<file path="src/rtl/debounce_pkg.sv">
// Shared types and defaults for the shared-counter switch debouncer.
// Holds the FSM encoding, default parameter values and a width helper.
// Imported by the arbiter and the top level.
package debounce_pkg;

  // TRANSFER: waiting for a changed channel; DELAY: shared counter owned
  typedef enum logic {
    DELAY    = 1'b0,
    TRANSFER = 1'b1
  } state_t;

  localparam int DELAY_CNT_DEF = 3;
  localparam int N_SW_DEF      = 4;

  // Index width for a value range of 'value' entries, never below one bit
  function automatic int clog2(input int value);
    int res;
    res = 0;
    while ((1 << res) < value) begin
      res = res + 1;
    end
    if (res == 0) begin
      res = 1;
    end
    return res;
  endfunction

endpackage

</file>
<file path="src/rtl/debounce_scheduler_rr_arbiter.sv">
// Round-robin pick of one requesting channel, purely combinational.
// Zero latency: gnt_idx is the first set req bit at or above ptr, wrapping.
// No backpressure; gnt_vld is low when no channel requests.
module rr_arbiter
  import debounce_pkg::*;
#(
  parameter int N_SW = N_SW_DEF
) (
  input  logic [N_SW-1:0]        req,
  input  logic [clog2(N_SW)-1:0] ptr,
  output logic                   gnt_vld,
  output logic [clog2(N_SW)-1:0] gnt_idx
);

  localparam int IDX_W = clog2(N_SW);

  // Scan from the farthest offset down so the closest requester to ptr wins
  always_comb begin
    int               pos;
    logic [IDX_W-1:0] sel;
    gnt_vld = 1'b0;
    gnt_idx = '0;
    pos     = 0;
    sel     = '0;
    for (int off = N_SW - 1; off >= 0; off--) begin
      pos = int'(ptr) + off;
      if (pos >= N_SW) begin
        pos = pos - N_SW;
      end
      sel = IDX_W'(pos);
      if (req[sel]) begin
        gnt_vld = 1'b1;
        gnt_idx = sel;
      end
    end
  end

endmodule

</file>
<file path="src/rtl/debounce_scheduler.sv">
// Debounces N_SW synchronised switches with one shared lockout counter.
// Latency: one register stage from a granted change to out/out_chg.
// No backpressure; ungranted changes keep requesting while they persist.
module debounce_scheduler
  import debounce_pkg::*;
#(
  parameter int N_SW      = N_SW_DEF,
  parameter int DELAY_CNT = DELAY_CNT_DEF,
  parameter int CNT_W     = 2
) (
  input  logic                   clk,
  input  logic                   rst,
  input  logic [N_SW-1:0]        sw,
  output logic [N_SW-1:0]        out,
  output logic [N_SW-1:0]        out_chg,
  output logic                   busy,
  output logic [clog2(N_SW)-1:0] grant_idx
);

  localparam int               IDX_W      = clog2(N_SW);
  localparam logic [CNT_W-1:0] CNT_RELOAD = CNT_W'(DELAY_CNT);

  state_t             state_q, state_d;
  logic [CNT_W-1:0]   cnt_q, cnt_d;
  logic [N_SW-1:0]    prev_q, prev_d;
  logic [N_SW-1:0]    out_q, out_d;
  logic [N_SW-1:0]    out_chg_q, out_chg_d;
  logic               busy_q, busy_d;
  logic [IDX_W-1:0]   grant_idx_q, grant_idx_d;
  logic [IDX_W-1:0]   rr_ptr_q, rr_ptr_d;

  logic [N_SW-1:0]    req;
  logic               gnt_vld;
  logic [IDX_W-1:0]   gnt_idx;

  // A channel requests only while its level differs from the last accepted one,
  // so a glitch that returns before being granted simply disappears.
  assign req = sw ^ prev_q;

  rr_arbiter #(
    .N_SW(N_SW)
  ) u_arb (
    .req    (req),
    .ptr    (rr_ptr_q),
    .gnt_vld(gnt_vld),
    .gnt_idx(gnt_idx)
  );

  // State register: all sequential state, synchronous reset has priority
  always_ff @(posedge clk) begin
    if (rst) begin
      state_q     <= TRANSFER;
      cnt_q       <= CNT_RELOAD;
      prev_q      <= '0;
      out_q       <= '0;
      out_chg_q   <= '0;
      busy_q      <= 1'b0;
      grant_idx_q <= '0;
      rr_ptr_q    <= '0;
    end else begin
      state_q     <= state_d;
      cnt_q       <= cnt_d;
      prev_q      <= prev_d;
      out_q       <= out_d;
      out_chg_q   <= out_chg_d;
      busy_q      <= busy_d;
      grant_idx_q <= grant_idx_d;
      rr_ptr_q    <= rr_ptr_d;
    end
  end

  // Next-state logic: grant moves to DELAY, counter expiry returns to TRANSFER
  always_comb begin
    state_d = state_q;
    cnt_d   = cnt_q;
    case (state_q)
      TRANSFER: begin
        if (gnt_vld) begin
          state_d = DELAY;
          cnt_d   = CNT_RELOAD;
        end
      end
      DELAY: begin
        if (cnt_q != '0) begin
          cnt_d = cnt_q - CNT_W'(1);
        end else begin
          state_d = TRANSFER;
        end
      end
      default: begin
        state_d = TRANSFER;
        cnt_d   = CNT_RELOAD;
      end
    endcase
  end

  // Output/datapath logic: transfer the granted level, advance the RR pointer on release
  always_comb begin
    prev_d      = prev_q;
    out_d       = out_q;
    out_chg_d   = '0;
    grant_idx_d = grant_idx_q;
    rr_ptr_d    = rr_ptr_q;
    case (state_q)
      TRANSFER: begin
        if (gnt_vld) begin
          prev_d[gnt_idx]    = sw[gnt_idx];
          out_d[gnt_idx]     = sw[gnt_idx];
          out_chg_d[gnt_idx] = 1'b1;
          grant_idx_d        = gnt_idx;
        end
      end
      DELAY: begin
        // The pointer moves past the owner only when the lockout ends, so a
        // channel kept busy by bounces cannot starve its neighbours.
        if (cnt_q == '0) begin
          if (int'(grant_idx_q) == N_SW - 1) begin
            rr_ptr_d = '0;
          end else begin
            rr_ptr_d = grant_idx_q + IDX_W'(1);
          end
        end
      end
      default: begin
        prev_d      = '0;
        out_d       = '0;
        grant_idx_d = '0;
        rr_ptr_d    = '0;
      end
    endcase
    busy_d = (state_d == DELAY);
  end

  assign out       = out_q;
  assign out_chg   = out_chg_q;
  assign busy      = busy_q;
  assign grant_idx = grant_idx_q;

endmodule

</file>
<file path="config.mk">
export PLATFORM = sky130hd
export DESIGN_NAME = debounce_scheduler
export DESIGN_NICKNAME = d
export VERILOG_FILES = /design/src/rtl/debounce_pkg.sv /design/src/rtl/debounce_scheduler_rr_arbiter.sv /design/src/rtl/debounce_scheduler.sv
export SDC_FILE = /design/constraint.sdc
export NUM_CORES = 1
export LEC_CHECK = 0
export ABC_AREA = 1
export CORE_MARGIN = 2
export CORE_UTILIZATION = 51
export DETAILED_ROUTE_END_ITERATION = 16
export PLACE_DENSITY = 0.77
export SLEW_MARGIN = 20
export SYNTH_ARGS = -nofsm -noshare
export SYNTH_HDL_FRONTEND = slang
export SYNTH_SLANG_ARGS = --single-unit
export TNS_END_PERCENT = 50
</file>
<file path="constraint.sdc">
create_clock -name clk -period 2.1 [get_ports clk]
set_input_delay 0.42 -clock clk [delete_from_list [all_inputs] [get_ports clk]]
set_output_delay 0.42 -clock clk [all_outputs]
set_load 0.05 [all_outputs]
</file>
==> impl_results.md, run 1 <==
* Clock Latency Late Sink at 300 ps
* FP Rows at 15
* WHS at about 500 ps
* Largest net degree at the start of global routing at 11
* Synth Area in Simple Gates at 0.431
* Initial antenna violation count at 0
* GRT Max-Usage Layer: met2
* Placed cell count at between 150 and 200
* Avg Inst Size Synth at 6.97 µm²
* Vias in the first global route at ~910
* Pins Over Slew Limit at 0
* Largest fanout on the critical path at 3
* Fraction of layout instances using a drive strength above 1 at 0.264
* Gate Count Post-Synth at 142
* Fin util at 0.746
* Worst Setup Start Kind: input port
* XOR/XNOR share of the synthesized area at 0.0253
* Initial DRT Pass Iterations at 4
* Yosys cell types at 26
* Max Cap Viol at 0
* Sequential share of power at 0.318
* Status: finished clean
* Flop2flop setup slack at between 200 and 250 ps
* Most frequent cells in the layout: nand2_1 (31), inv_1 (22), nand3_1 (16), dfxtp_1 (15), clkdlybuf4s50_1 (15)
* Switch share at 0.411
* Worst slew pin tran at about 510 ps
* Combinational share of power at 0.499
* GRT Total Usage at 0.227
* Final worst slack at roughly 100 ps
* Port-buffer cells at 16
* Clk pwr share at 0.183
* Drt total wl at between 2 and 2.5 mm
* CTS tree: done
* Chip width at 48.1 µm
* GR met1 Demand/Resource at 0.286
* DP HPWL at 1.79 mm
* CTS Root Cell: clkbuf_4
* Vias at 996
* Avg WL per Cell at around 12 µm
* Met3 usage at 0.0302
* Flops & latches, synth at 16
* Pleak at 0.000672 µW
* Setup violations, final at 0
* Slew margin rel. at 0.661
* Final nets at roughly 180
* VDD IR max at a little over 0.6 mV
* H-tree depth at 1
* Die Ht at ~48 µm
* Die area at 2310 µm²
* Cell Area, Synth at around 990 µm²
* Pre-CTS WS at -213 ps
* Max incr delay on CP at 490 ps
* I/O pins at 17
* Ant. Diodes at 0
* Initial drt markers at 17
* Final hold vios at 0
* Gp weighted congestion at between 0.8 and 0.9
* Area delta synth->final at 34.4%
* Tcrit/Tclk final at 0.951
* CP bufs+invs at 4
* Power Density at between 800 and 900 nW/µm²
* GR Layer Usage met2 at 0.381
* Mapped Nets at 150
* Most Frequent Cell on Critical Path: nand3_1
* Worst EP required at roughly 2300 ps
* Internal power at between 600 and 700 µW
* Clk slew on worst S/H paths at 90 ps
* WS Path Type: in2reg
* Post-route ant nets at 0
* Syn. warnings at 0
* Synth Area in Compound Gates at 0.0784
* Commonest non-fill, non-tap cell in the layout: nand2_1
* Mux contribution to synthesized area at 0
* Number of buffers created by CTS at 3
* Core area at approximately 1800 µm²
* Switching pwr at 467 µW
* Synthesized-area fraction occupied by adder cells at 0.0253
* Tmin final at ~2000 ps
* Worst Skew at around 3.2 ps
* Largest family of logic cells by synthesized area: simple AND/OR/NAND/NOR gates
* Slowest-stage cell, CP: clkdlybuf4s50_1
* CTS sink cnt at 16
* F_max at 501 MHz
* Worst min path class: reg2reg
* Initial cell density of the core at 0.555
* # hold bufs at CTS at 0
* Overflow after GRT at 0
* First-pass GRT wire length at around 3.7 mm
* Worst EP arrival at about 2200 ps
* Worst setup EP type: register
* Clk buf depth at 2
* Vias per cell at between 5 and 6
* Top cell family by delay on the critical path: simple AND/OR/NAND/NOR gates
* Critical path cell sequence: clkdlybuf4s50_1 -> inv_1 -> nand2_1 -> nand3_1 -> nand3_1 -> nand2_2 -> nor2_2 -> nor2_2 -> nand2_2 -> buf_4 -> nand3_1 -> nand3_2 -> nand3b_1 -> nand2_1 -> inv_1
* Drc violations at 0
* Setup_tns at 0 ps
* Final non-filler cell total at about 200
* Seq/Total Area, Yosys at 0.324
path summary, 6_finish.rpt:
check / to / startpoint / depth (start not counted)
hold reg to reg: cnt_q[1]$_SDFFE_PP1P_ / cnt_q[1]$_SDFFE_PP1P_ / 2
hold / removal: cnt_q[1]$_SDFFE_PP1P_ / cnt_q[1]$_SDFFE_PP1P_ / 2
setup / recovery: prev_q[1]$_SDFFE_PP0P_ / sw[0] / 15
setup reg to reg: prev_q[1]$_SDFFE_PP0P_ / rr_ptr_q[0]$_SDFFE_PP0P_ / 14
layout make-up:
class | instances | area [µm²]
clock buffers | 4 | 36.3
inverters | 25 | 96.3
repair buffers | 30 | 280
fillers | 135 | 453
well taps | 25 | 31.3
multi-input cells | 99 | 564
flip-flops and latches | 16 | 322
flip-flops by register name, indices dropped and copies added (netlist names):
register and cells:
busy 1, cnt_q 2, grant_idx 2, out_chg 4, prev_q 4, rr_ptr_q 2
state_q 1
cells by family (layout without fill, tap and decap cells):
family	after synthesis	count (layout)
buf+inv	27	59
fa+ha+maj	2	2
flops	16	16
simple gates	82	82
compound gates	13	13
xor+xnor	2	2
per-stage QoR:
stage | total power, µW | instance area (µm²)
detailed placement | 875 | 1240
CTS | 1080 | 1280
finish | 1140 | 1330
global route | 1200 | 1330
global placement | 860 | 1240
floorplan | 712 | 990
per-layer routing:
metal  wire (µm)  up-vias
li1            -      512
met1        1120      457
met2        1200       22
met3          68        5
met4          34        0
met5           0        -
worst reg2reg max path, cell delays in order (launching register included):
cell	delay [ps]
dfxtp_2	500
inv_4	90
nand3_1	120
nand2_2	90
nand2_1	100
nand2_2	60
nor2_2	140
nor2_2	50
nand2_2	140
buf_4	130
nand3_1	70
nand3_2	100
nand3b_1	100
nand2_1	80
inv_1	40
synthesized netlist by cell type (all sizes together):
library cell / instances / area share
ha: 2 / 0.025
nand3: 22 / 0.14
buf: 2 / 0.019
nand3b: 1 / 0.0076
a21oi: 7 / 0.039
nand2: 41 / 0.19
o21ai: 4 / 0.024
xor2: 1 / 0.0089
nor2: 15 / 0.072
xnor2: 1 / 0.016
and3: 1 / 0.0063
dfxtp: 16 / 0.32
nand4: 2 / 0.013
inv: 25 / 0.097
a22oi: 2 / 0.015
what timing repair did:
item / CTS / global route
buffers inserted: 0 / 3
setup endpoints to repair: 0 / 6
resized for setup: 0 / 5
endpoints found under the hold margin: 0 / 0
power groups by stage:
stage               Combinational [µW]  Sequential [µW]  Clock [µW]
floorplan                          246              466           0
global placement                   494              366           0
detailed placement                 507              368           0
CTS                                510              361         213
global route                       609              365         223
finish                             566              361         208
No activity file was read; power rests on OpenSTA's default activity.
==> run 2, diff against run 1 <==
- CORE_UTILIZATION: 51 -> 53
- DONT_BUFFER_PORTS: not set -> 1
- PLACE_DENSITY: 0.77 -> 0.68
==> run 2 against run 1 <==
Sequential share of layout area rose by 5.6 points. Sequential power rose by 12%. First-iteration DRC count rose by 59%.
==> impl_results.md, run 2 (synthesized netlist as in run 1, its figures left out) <==
* Status: finished clean
* Vias per cell at just over 5
* # hold bufs at CTS at 0
* Largest fanout on the critical path at 9
* Gp weighted congestion at ~0.83
* Unrepaired setup endpoints after global routing: false
* DP HPWL at between 1.5 and 2 mm
* Worst Setup Start Kind: register
* Sequential share of power at 0.410
* Min-delay src: rst
* Final nets at 158
* Core area at 1750 µm²
* Initial cell density of the core at 0.567
* Die Ht at between 40 and 50 µm
* Pins Over Slew Limit at 0
* Worst Skew at about 4.6 ps
* Met3 wire len at approximately 110 µm
* Placed cell areas at 1040 µm²
* CTS tree: done
* Post-route ant nets at 0
* Clk slew on worst S/H paths at around 100 ps
* Worst min path class: in2reg
* Switch share at 0.430
* Switching pwr at 423 µW
* Worst r2r src: rr_ptr_q[0]$_SDFFE_PP0P_
* Initial antenna violation count at 0
* Initial drt markers at 27
* Final hold vios at 0
* Drc violations at 0
* Overflow after GRT at 0
* WS Path Type: reg2reg
* GRT Total Usage at 0.207
* Clk pwr share at 0.210
* Commonest non-fill, non-tap cell in the layout: nand2_1
* Worst EP required at approximately 2300 ps
* WHS at between 150 and 200 ps
* Clk buf depth at 2
* Max Cap Viol at 0
* Combinational share of power at 0.379
* Tcrit/Tclk final at 0.896
* Worst setup EP type: register
* Slew margin rel. at 0.638
* Vias in the first global route at around 800
* Fillers at 171
* Largest net degree at the start of global routing at 11
* Setup_tns at 0 ps
* CTS sink cnt at 16
* Port-buffer cells at 0
* Number of buffers created by CTS at 3
* Worst EP arrival at 2080 ps
* H-tree depth at 1
* First-pass GRT wire length at between 3 and 4 mm
* Final worst slack at around 220 ps
* Initial DRT Pass Iterations at 4
* FP Rows at 15
* Most frequent cells in the layout: nand2_1 (32), inv_1 (22), nand3_1 (17), dfxtp_1 (16), nor2_1 (11)
* CTS Root Cell: clkbuf_4
* Pre-CTS WS at approximately 230 ps
* Top layer in use: met4
* Power Density at between 900 and 1000 nW/µm²
* Clock Latency Late Sink at 290 ps
* Metal2 WL at ~940 µm
* Worst slew pin tran at 543 ps
* Pleak at between 0.0005 and 0.0006 µW
* Avg WL per Cell at 11.3 µm
* Internal power at 560 µW
* Drt total wl at approximately 2.0 mm
* Final non-filler cell total at 174
* Tmin final at between 1500 and 2000 ps
* Layout Cell Area excl Fill at 1080 µm²
* Fraction of layout instances using a drive strength above 1 at 0.221
* VDD IR max at about 0.5 mV
* Area delta synth->final at 8.72%
* Setup violations, final at 0
* Chip width at roughly 47 µm
* Vias at ~900
* F_max at roughly 530 MHz
* Die area at approximately 2200 µm²
* Ant. Diodes at 0
* Post-cts sizing count at 0
* Wl on met1 at between 800 and 900 µm
* I/O pins at 17
* Placed cell count at 170
* Postcts setup bufs at 0
* Crit path from: rr_ptr_q[0]$_SDFFE_PP0P_
run 2: stage by stage:
stage | utilization | power, µW
2_1_floorplan | - | 712
3_3_place_gp | 0.596 | 774
3_5_place_dp | 0.596 | 783
4_1_cts | 0.616 | 984
5_1_grt | 0.616 | 1040
6_report | 0.616 | 983
run 2: final cells by class:
cell class / instances / area (µm²) / area share
inverters: 25 / 96.3 / 0.0895
repair buffers: 5 / 37.5 / 0.0349
flip-flops and latches: 16 / 320 / 0.298
well taps: 25 / 31.3 / 0.0291
multi-input cells: 99 / 554 / 0.515
clock buffers: 4 / 36.3 / 0.0337
run 2: final timing paths:
| check | cells after the start | to | slack, ps |
|---|---|---|---|
| hold / removal | 1 | out_chg[1]$_SDFF_PP0_ | 180 |
| setup / recovery | 13 | prev_q[0]$_SDFFE_PP0P_ | 220 |
| setup reg to reg | 13 | prev_q[0]$_SDFFE_PP0P_ | 220 |
| hold reg to reg | 2 | cnt_q[1]$_SDFFE_PP1P_ | 490 |
run 2: layer usage:
| metal | vias to the layer above | track usage |
|---|---|---|
| met5 | - | 0 |
| met2 | 24 | 0.332 |
| met1 | 399 | 0.252 |
| met4 | 0 | 0.100 |
| met3 | 5 | 0.0615 |
| li1 | 462 | - |
run 2: power by group through the flow:
stage | Sequential (µW) | Clock (µW) | Combinational [µW]
after floorplan | 466 | 0 | 246
after global routing | 408 | 215 | 413
after global placement | 410 | 0 | 365
final | 403 | 207 | 373
after CTS | 404 | 207 | 374
after detailed placement | 411 | 0 | 372
run 2: critical path, cell delays in order, from the launching register on:
cell	delay, ps
dfxtp_1	600
inv_4	100
nand3_2	110
nand3_2	110
nand2_1	80
inv_1	60
nand2_1	90
nand3_2	140
nand2_4	170
nand2_1	70
nand3_1	90
nand3_1	80
nand2_1	70
inv_1	40
==> RTL edit (config.mk and constraints of run 1) <==
Set the parameter `CNT_W` to 3 (it was 2).
--- a/src/rtl/debounce_scheduler.sv
+++ b/src/rtl/debounce_scheduler.sv
@@ -7,5 +7,5 @@
   parameter int N_SW      = N_SW_DEF,
   parameter int DELAY_CNT = DELAY_CNT_DEF,
-  parameter int CNT_W     = 2
+  parameter int CNT_W     = 3
 ) (
   input  logic                   clk,
Behaviour: same outputs for any inputs over 10 cycles, from zero or initial values and one cycle with rst high; that may be too few to reach the edited logic, so the function may still have changed.
==> RTL edit against run 1 <==
Global-route usage shrank 0.71 points; largest cell class unchanged; die area shrank 1.3%; worst setup slack gained 0.039 ns; critical path depth shrank 1; highest routed layer unchanged; clock power shrank 15%; non-clock buffer count shrank 5; wire length shrank 8.6%; sequential cell count grew 1; total power shrank 22%; core utilization shrank 2.9 points; cell area shrank 4.9%; synthesized area shrank 1.4%; hold slack lost 0.017 ns.
==> RTL edit: results (changes against run 1) <==
[metrics] result of the run: finished clean
[metrics] worst clock skew: 0.000680 ns (-0.00247 ns)
[metrics] Worst Max-Slew Pin Slew: 0.503 ns (-0.00398 ns)
[metrics] Post-DP HPWL: 1.76 mm (-2.0%)
[metrics] IR Drop Worst-Case VDD: 501 uV (-20%)
[metrics] count of non-filler cells in the finished layout: 199 (unchanged)
[metrics] largest driver fanout on the critical path: 8 (+5)
[metrics] detailed router's first-iteration violation count: 29 (+12)
[metrics] IO Port Bufs: 16 (unchanged)
[metrics] Synth Net Count: 156 (+4.0%)
[metrics] largest cells by area after synthesis: sky130_fd_sc_hd__dfxtp_1 35%, sky130_fd_sc_hd__nand3_1 13%, sky130_fd_sc_hd__nand2_1 12%
[metrics] start point of the critical path: sw[2]
[metrics] leakage power summed over all cells: 0.631 nW (-6.2%)
[metrics] Power Dens Cells: 702 nW/um^2 (-18%)
[metrics] number of buffers added by the clock tree synthesis step: 3 (unchanged)
[metrics] net switching power: 0.344 mW (-26%)
[metrics] Final GP Congestion: 0.879 (+8.4%)
[metrics] GRT Resource Usage Total: 0.220 (-0.00708)
[metrics] combinational cell fraction of total power: 0.390 (-0.109)
[metrics] routed vias: 1002 (+0.60%)
[metrics] fraction of layout instances using a drive strength above 1: 0.190 (-0.0747)
[metrics] register-to-register setup slack: 0.28 ns (+0.07 ns)
[metrics] number of cells on the worst reg-to-reg path: 13 (-1)
[metrics] Routed WL per cell: 11.1 um (-8.6%)
[metrics] Avg Synthesized Cell Area: 6.64 um^2 (-4.7%)
[metrics] first-pass GRT wire length: 3.51 mm (-4.7%)
[metrics] Final nets: 184 (+0.55%)
[metrics] list of most frequent post-synthesis cells: 31 x sky130_fd_sc_hd__nand2_1, 25 x sky130_fd_sc_hd__inv_1, 25 x sky130_fd_sc_hd__nand3_1, 17 x sky130_fd_sc_hd__dfxtp_1, 13 x sky130_fd_sc_hd__nor2_1
[metrics] cell area reported after detailed placement: 1220 um^2 (-2.1%)
[metrics] post-synthesis sequential area ratio: 0.349 (+0.0251)
[metrics] number of global-route vias before repair: 877 (-4.0%)
[metrics] endpoint of the worst register-to-register path: prev_q[3]
[metrics] post-CTS clock slew at the launch and capture registers of the worst setup and hold paths: 0.10 ns
[metrics] post-synth cell types: 22 (-15%)
[metrics] arrival time of data at the critical path endpoint: 2.17 ns (-0.03 ns)
RTL edit: cell types whose count changed after synthesis, sizes merged:
| cell | change |
|---|---|
| o21ai | +1 |
| nand3 | +5 |
| a22oi | -2 |
| dfxtp | +1 |
| nand3b | -1 |
| nor2 | -2 |
| clkinv | +1 |
| a21oi | +1 |
| a31oi | +2 |
| inv | +4 |
| nand2 | -5 |
| ha | +1 |
| nand4 | -1 |
RTL edit: cell type report:
cell class | count | area [um^2]
multi-input combinational | 98 | 524
fill | 152 | 499
sequential | 17 | 342
timing repair buffer | 25 | 228
inverter | 30 | 113
tap | 25 | 31.3
clock buffer | 3 | 22.5
clock inverter | 1 | 5.00
RTL edit: worst min-delay path by stage:
stage                     startpoint  endpoint  slack (ns)  depth (start not counted)
after CTS                   cnt_q[2]  cnt_q[2]        0.48                          2
after global routing        cnt_q[0]  cnt_q[0]        0.52                          1
after global placement      cnt_q[2]  cnt_q[2]        0.46                          2
final                       cnt_q[2]  cnt_q[2]        0.48                          2
after detailed placement    cnt_q[2]  cnt_q[2]        0.47                          2
after floorplan             cnt_q[2]  cnt_q[2]        0.44                          2
RTL edit: critical path: stages:
cell and delay, ns:
sky130_fd_sc_hd__clkdlybuf4s50_1 0.52, sky130_fd_sc_hd__nand2_1 0.12, sky130_fd_sc_hd__nand3_2 0.10, sky130_fd_sc_hd__nand3_1 0.10, sky130_fd_sc_hd__nand2_1 0.13, sky130_fd_sc_hd__inv_1 0.06
sky130_fd_sc_hd__nand3_1 0.10, sky130_fd_sc_hd__nand2_1 0.08, sky130_fd_sc_hd__inv_2 0.12, sky130_fd_sc_hd__nand3_1 0.16, sky130_fd_sc_hd__inv_1 0.09, sky130_fd_sc_hd__nand3_1 0.07
sky130_fd_sc_hd__nand2_1 0.06, sky130_fd_sc_hd__inv_1 0.03
RTL edit: cell families (layout without fill, tap and decap cells):
group	Yosys count	after routing	synth area share
simple gates	78	78	0.368
fa+ha+maj	3	3	0.0385
compound gates	15	15	0.0872
flops	17	17	0.349
buf+inv	32	59	0.132
xor+xnor	2	2	0.0256
RTL edit: metrics by stage:
stage,total power [mW],utilization,TNS [ns],setup slack [ns]
finish,0.887,0.717,0,0.142
global route,0.934,0.717,0,0.00980
CTS,0.883,0.706,0,0.128
detailed placement,0.708,0.691,-1.12,-0.193
global placement,0.701,0.691,-0.570,-0.106
floorplan,0.595,-,0,0.238
RTL edit: timing repair:
action | 4_1_cts | 5_1_grt
setup endpoints to repair | 0 | 5
buffers inserted | 0 | 0
resized for setup | 0 | 6
endpoints found under the hold margin | 0 | 0
RTL edit: per-layer routing:
metal  track usage  wire length (um)  up-vias
li1              -                 -      518
met1         0.300              1070      445
met2         0.323               971       34
met3        0.0453               121        5
met4         0.119                45        0
met5             0                 0        -
